**src/rtl/rv_pkg.sv**
```systemverilog
// Shared RV32I decode constants and LSU writeback types.
package rv_pkg;

  localparam logic [6:0] OPC_OP    = 7'b0110011;
  localparam logic [6:0] OPC_OPIMM = 7'b0010011;
  localparam logic [6:0] OPC_LOAD  = 7'b0000011;
  localparam logic [6:0] OPC_STORE = 7'b0100011;
  localparam logic [6:0] OPC_LUI   = 7'b0110111;
  localparam logic [6:0] OPC_AUIPC = 7'b0010111;

  localparam logic [2:0] F3_B  = 3'b000;
  localparam logic [2:0] F3_H  = 3'b001;
  localparam logic [2:0] F3_W  = 3'b010;
  localparam logic [2:0] F3_BU = 3'b100;
  localparam logic [2:0] F3_HU = 3'b101;

  typedef enum logic [1:0] {
    S_IDLE = 2'd0,
    S_MEM  = 2'd1,
    S_WB   = 2'd2
  } lsu_state_t;

  // What the single WB cycle reports: a register write, a fault pulse, or nothing.
  typedef enum logic [1:0] {
    RES_NONE     = 2'd0,
    RES_WRITE    = 2'd1,
    RES_MISALIGN = 2'd2,
    RES_BUSERR   = 2'd3
  } wb_kind_t;

  // Illegal width encodings are folded into the misaligned class.
  function automatic logic access_bad(input logic is_store, input logic [2:0] f3,
                                      input logic [1:0] off);
    logic bad;
    case (f3)
      F3_B:    bad = 1'b0;
      F3_BU:   bad = is_store;
      F3_H:    bad = off[0];
      F3_HU:   bad = is_store | off[0];
      F3_W:    bad = (off != 2'b00);
      default: bad = 1'b1;
    endcase
    return bad;
  endfunction

endpackage

```
**src/rtl/load_extend.sv**
```systemverilog
// Selects the addressed byte/half/word of a read word and sign- or zero-extends it.
module load_extend
  import rv_pkg::*;
(
  input  logic [1:0]  off,
  input  logic [2:0]  funct3,
  input  logic [31:0] rdata,
  output logic [31:0] data
);

  logic [7:0]  byte_v;
  logic [15:0] half_v;

  assign byte_v = rdata[{off, 3'b000} +: 8];
  assign half_v = rdata[{off[1], 4'b0000} +: 16];

  always_comb begin
    case (funct3)
      F3_B:    data = {{24{byte_v[7]}}, byte_v};
      F3_BU:   data = {24'h0, byte_v};
      F3_H:    data = {{16{half_v[15]}}, half_v};
      F3_HU:   data = {16'h0, half_v};
      default: data = rdata;
    endcase
  end

endmodule

```
**src/rtl/lsu_writeback.sv**
```systemverilog
// Execute-stage back end: ALU results go straight to writeback, loads/stores run
// one request/acknowledge memory transaction with a bounded wait.
module lsu_writeback
  import rv_pkg::*;
#(
  parameter int unsigned TIMEOUT_CYCLES = 255
) (
  input  logic        CLK,
  input  logic        RST,
  input  logic        IN_VALID,
  output logic        IN_READY,
  input  logic [6:0]  OPCODE,
  input  logic [2:0]  FUNCT3,
  input  logic [4:0]  RD,
  input  logic [31:0] ALU_RESULT,
  input  logic [31:0] STORE_DATA,
  output logic        MEM_REQ,
  output logic        MEM_WE,
  output logic [31:0] MEM_ADDR,
  output logic [31:0] MEM_WDATA,
  output logic [3:0]  MEM_WSTRB,
  input  logic        MEM_ACK,
  input  logic [31:0] MEM_RDATA,
  output logic        WB_EN,
  output logic [4:0]  WB_RD,
  output logic [31:0] WB_DATA,
  output logic        MISALIGN,
  output logic        BUS_ERR
);

  localparam logic [15:0] TMO_LAST = 16'(TIMEOUT_CYCLES - 1);

  lsu_state_t  state, state_nxt;
  wb_kind_t    kind_q, kind_nxt;
  logic        ready_q;
  logic [15:0] tmo_cnt;

  logic        accept, in_alu, in_mem, in_store, in_bad, tmo_hit;
  logic        is_store_q;
  logic [2:0]  funct3_q;
  logic [4:0]  rd_q;
  logic [31:0] addr_q, sdata_q, wb_data_q;
  logic [31:0] load_data, lane_wdata;
  logic [3:0]  lane_wstrb;
  logic        mem_active, wb_write;

  // ready_q keeps IN_READY low while reset is held and until the first edge after it.
  assign IN_READY = ready_q && (state == S_IDLE);
  assign accept   = IN_VALID && IN_READY;

  assign in_alu   = (OPCODE == OPC_OP) || (OPCODE == OPC_OPIMM) ||
                    (OPCODE == OPC_LUI) || (OPCODE == OPC_AUIPC);
  assign in_store = (OPCODE == OPC_STORE);
  assign in_mem   = in_store || (OPCODE == OPC_LOAD);
  assign in_bad   = access_bad(in_store, FUNCT3, ALU_RESULT[1:0]);
  assign tmo_hit  = (tmo_cnt == TMO_LAST);

  always_comb begin
    state_nxt = state;
    kind_nxt  = kind_q;
    case (state)
      S_IDLE: begin
        if (accept) begin
          if (in_alu) begin
            state_nxt = S_WB;
            kind_nxt  = RES_WRITE;
          end else if (in_mem && in_bad) begin
            state_nxt = S_WB;
            kind_nxt  = RES_MISALIGN;
          end else if (in_mem) begin
            state_nxt = S_MEM;
          end else begin
            state_nxt = S_WB;
            kind_nxt  = RES_NONE;
          end
        end
      end
      S_MEM: begin
        // An acknowledge on the limit cycle wins over the timeout.
        if (MEM_ACK) begin
          if (is_store_q) begin
            state_nxt = S_IDLE;
          end else begin
            state_nxt = S_WB;
            kind_nxt  = RES_WRITE;
          end
        end else if (tmo_hit) begin
          state_nxt = S_WB;
          kind_nxt  = RES_BUSERR;
        end
      end
      S_WB:    state_nxt = S_IDLE;
      default: state_nxt = S_IDLE;
    endcase
  end

  always_ff @(posedge CLK or posedge RST) begin
    if (RST) begin
      state   <= S_IDLE;
      kind_q  <= RES_NONE;
      ready_q <= 1'b0;
      tmo_cnt <= '0;
    end else begin
      state   <= state_nxt;
      kind_q  <= kind_nxt;
      ready_q <= 1'b1;
      if (state != S_MEM) begin
        tmo_cnt <= '0;
      end else if (!MEM_ACK) begin
        tmo_cnt <= tmo_cnt + 16'd1;
      end
    end
  end

  // Operand capture: data registers carry no reset, outputs are gated by state.
  always_ff @(posedge CLK) begin
    if (accept) begin
      is_store_q <= in_store;
      funct3_q   <= FUNCT3;
      rd_q       <= RD;
      addr_q     <= ALU_RESULT;
      sdata_q    <= STORE_DATA;
      wb_data_q  <= ALU_RESULT;
    end
    if ((state == S_MEM) && MEM_ACK) begin
      wb_data_q <= load_data;
    end
  end

  load_extend u_load_extend (
    .off    (addr_q[1:0]),
    .funct3 (funct3_q),
    .rdata  (MEM_RDATA),
    .data   (load_data)
  );

  always_comb begin
    lane_wstrb = 4'b1111;
    lane_wdata = sdata_q;
    case (funct3_q[1:0])
      2'b00: begin
        lane_wstrb = 4'b0001 << addr_q[1:0];
        lane_wdata = {4{sdata_q[7:0]}};
      end
      2'b01: begin
        lane_wstrb = 4'b0011 << addr_q[1:0];
        lane_wdata = {2{sdata_q[15:0]}};
      end
      default: ;
    endcase
  end

  assign mem_active = (state == S_MEM);
  assign MEM_REQ    = mem_active;
  assign MEM_WE     = mem_active && is_store_q;
  assign MEM_ADDR   = mem_active ? {addr_q[31:2], 2'b00} : 32'h0;
  assign MEM_WDATA  = MEM_WE ? lane_wdata : 32'h0;
  assign MEM_WSTRB  = MEM_WE ? lane_wstrb : 4'b0000;

  // Writes to x0 still pass through WB but never pulse the register file.
  assign wb_write = (state == S_WB) && (kind_q == RES_WRITE) && (rd_q != 5'd0);
  assign WB_EN    = wb_write;
  assign WB_RD    = wb_write ? rd_q : 5'd0;
  assign WB_DATA  = wb_write ? wb_data_q : 32'h0;
  assign MISALIGN = (state == S_WB) && (kind_q == RES_MISALIGN);
  assign BUS_ERR  = (state == S_WB) && (kind_q == RES_BUSERR);

endmodule

```
**config.mk**
```make
export PLATFORM = sky130hd
export DESIGN_NAME = lsu_writeback
export DESIGN_NICKNAME = d
export VERILOG_FILES = /design/src/rtl/rv_pkg.sv /design/src/rtl/load_extend.sv /design/src/rtl/lsu_writeback.sv
export SDC_FILE = /design/constraint.sdc
export NUM_CORES = 1
export LEC_CHECK = 0
export BUFFER_PORTS_ARGS = -buffer_cell sky130_fd_sc_hd__clkbuf_2
export CAP_MARGIN = 15
export CELL_PAD_IN_SITES_DETAIL_PLACEMENT = 1
export CELL_PAD_IN_SITES_GLOBAL_PLACEMENT = 1
export CORE_ASPECT_RATIO = 0.9
export CORE_UTILIZATION = 38
export DETAILED_ROUTE_END_ITERATION = 8
export HOLD_SLACK_MARGIN = 0.02
export PLACE_DENSITY = 0.92
export SETUP_SLACK_MARGIN = 0.02
export SKIP_CTS_REPAIR_TIMING = 1
export SYNTH_ARGS = -nofsm -noshare
export SYNTH_HDL_FRONTEND = slang
export SYNTH_HIERARCHICAL = 1
export SYNTH_SLANG_ARGS = --single-unit
```
**constraint.sdc**
```tcl
create_clock -name CLK -period 3.6 [get_ports CLK]
set_clock_uncertainty 0.1 [all_clocks]
set_input_delay 0.18 -clock CLK [delete_from_list [all_inputs] [get_ports CLK]]
set_output_delay 0.18 -clock CLK [all_outputs]
set_load 0.05 [all_outputs]
```
==> impl_metrics.json <==
{
  "power.density_nw_per_um2": 421,
  "ys_ff_latch": 126,
  "cp-end-kind": "output pin",
  "max_cap_violations": 0,
  "h-tree-depth": 4,
  "synth.distinct_cells": 57,
  "final_core_util_pct": 55.8,
  "holdCritPathClass": "in -> reg",
  "routed_wl_um": 23100,
  "fmax_mhz": 309,
  "irDropWorstVdd_mv": 0.362,
  "dieArea_um2": 17400,
  "num_antenna_cells": 0,
  "drive_gt1_share_pct": 36.4,
  "syn_area_um2": 6420,
  "core_area_um2": 16400,
  "path_clk_slew_ps": 60,
  "period_share_pct": 89.8,
  "grt_pass1_wl_um": 31700,
  "slew_headroom_pct": 44.6,
  "final_hold_viol_count": 0,
  "tightest_slew_ps": 830,
  "tns_ps": 0,
  "drv_slew": 0,
  "crit_arrival_ps": 2950,
  "met1_length_um": 9030,
  "grt_max_degree": 42,
  "area_growth_pct": 42.0,
  "num_vias": 5803,
  "min_period_ps": 3230,
  "antenna_found_initial": 0,
  "critical_path_class": "reg -> out",
  "outcome": "complete, but fails checks",
  "layout_setup_ws_ps": 368,
  "vias_per_cell": 5.35,
  "required_ps": 3320,
  "synth-edff-count": 105,
  "gp_congestion": 0.822,
  "remaining_drc_errors": 20,
  "p_total_mw": 3.84,
  "wl_per_cell_um": 21.3,
  "synth_area_per_cell_um2": 11.3,
  "die_y_um": 125,
  "start_kind": "register",
  "dp_worst_setup_slack_ps": 857,
  "top_layer": "met4",
  "cts-root-buf": "clkbuf_16",
  "die_w_um": 139,
  "wl_met3_um": 1410,
  "overflow": 0,
  "clkSinkCount": 126,
  "num-nets-final": 982,
  "start_util_pct": 39.3,
  "setup_viol_count_final": 0,
  "firstDrtPassIters": 9,
  "wl_met2_um": 12100,
  "cts_tree": "built",
  "synthArstFlopShare_pct": 16.7,
  "dp_hpwl_um": 14900,
  "pin_count": 226,
  "clk_latency_ps": 420,
  "cts_made_buffers": 17,
  "ys.flop_type": "edfxtp_1",
  "yosysWarningCount": 6,
  "p_leak_nw": 3.99,
  "rows": 44,
  "violations": "DRC",
  "ant_nets": 0,
  "r2r_slack_ps": 950,
  "rsz0062_at_grt": "no",
  "clock_path_buffers": 2,
  "numPortBuffers": 223,
  "drtIter0Drc": 435,
  "grt_use_total_pct": 24.1,
  "synth_cells": 568,
  "path_max_fanout": 18,
  "fill_cells": 1818,
  "grt_pass1_vias": 5672,
  "synth_seq_area_share_pct": 57.3
}
-- cells in the mapped netlist, drive strengths merged (5+ instances only) --
cell type | n | area, um2
a21oi | 31 | 155
a22oi | 8 | 60.1
and2 | 69 | 432
and3 | 10 | 62.6
buf | 12 | 67.6
clkbuf | 21 | 78.8
dfrtp | 21 | 526
edfxtp | 105 | 3150
inv | 10 | 37.5
mux2 | 38 | 428
mux2i | 20 | 200
nand2 | 64 | 245
nand3 | 7 | 35.0
nor2 | 50 | 188
nor2b | 5 | 31.3
nor3 | 7 | 35.0
nor4 | 7 | 43.8
o21ai | 25 | 125
xnor2 | 9 | 78.8
-- worst paths after layout --
check / endpoint / cells after the start / from
worst max-delay path: WB_DATA[29] / 5 / state[0]
worst min-delay path: wb_data_q[4] / 4 / MEM_RDATA[4]
worst max register to register: wb_data_q[0] / 5 / funct3_q[0]
worst min register to register: tmo_cnt[15] / 2 / tmo_cnt[15]
max in group asynchronous: kind_q[1] / 3 / RST
min in group asynchronous: tmo_cnt[2] / 3 / RST
-- critical path, cell delays in order, from the launching register on --
cell and delay (ps):
dfrtp_1 520, nor4b_2 620, o21a_1 620, buf_4 320, and2_1 170, clkbuf_2 280
-- state kept, by name (all words and copies together), names as in the netlist --
register,flops
sdata_q,32
tmo_cnt,16
addr_q,32
state,2
wb_data_q,32
is_store_q,1
kind_q,2
funct3_q,3
ready_q,1
rd_q,5
-- metrics by stage --
| stage | instance area, um2 | hold slack [ps] | cells |
|---|---|---|---|
| after CTS | 8380 | -187 | 1011 |
| final | 9120 | 86.4 | 1085 |
| after global routing | 9120 | 96.4 | 1085 |
| after floorplan | 6430 | 56.5 | 569 |
| after global placement | 7790 | 257 | 979 |
| after detailed placement | 7790 | 259 | 979 |
-- layer usage --
layer  GRT usage [%]  up-vias
met5               0        -
met4            6.73        0
met3            5.82       50
met2            42.2      266
met1            29.5     2856
li1                -     2631
-- final cells by class --
class,instances,area (um2),area share [%]
Inverter,10,38.8,0.425
Clock inverter,15,165,1.81
Sequential cell,126,3680,40.3
Tap cell,207,259,2.84
Clock buffer,17,425,4.66
Multi-Input combinational cell,400,2570,28.2
Timing Repair Buffer,310,1980,21.8
-- placed cells by master (no fill, tap or decap), types with 4 or more instances in the layout --
cell type      instances
a21oi_1               31
clkbuf_2             221
nand2_2                4
xnor2_1                9
and2_1                69
nor2_1                50
clkinv_4               6
clkbuf_16             17
edfxtp_1             105
inv_1                  9
nor2b_1                5
clkinvlp_4             4
dfrtp_1               21
buf_4                 13
nor4_1                 7
and3_1                10
nand2_1               60
nand3_1                7
nor3_1                 7
mux2_2                38
or3_1                  4
o21ai_0               25
mux2i_1               20
a22oi_1                8
dlygate4sd3_1         74
-- kinds of logic (layout without fill, tap and decap cells) --
family	after synthesis	after routing	share of synthesized area [%]
and+or+nand+nor	243	243	20.0
adders and majority gates	2	2	0.390
AOI/OAI and AO/OA	82	82	7.68
xor gates and xnor gates	11	11	1.50
other	2	3	0.117
buffers and inverters	43	352	2.86
muxes	59	59	10.1
DFF	126	126	57.3
-- report_power, final --
group          total (mW)  internal (mW)  switching, mW  leakage (nW)
Combinational       0.429          0.180          0.249          2.45
Clock                1.72           1.03          0.698         0.276
Sequential           1.68           1.65         0.0328          1.26
Power figures use the tool's default switching activity.
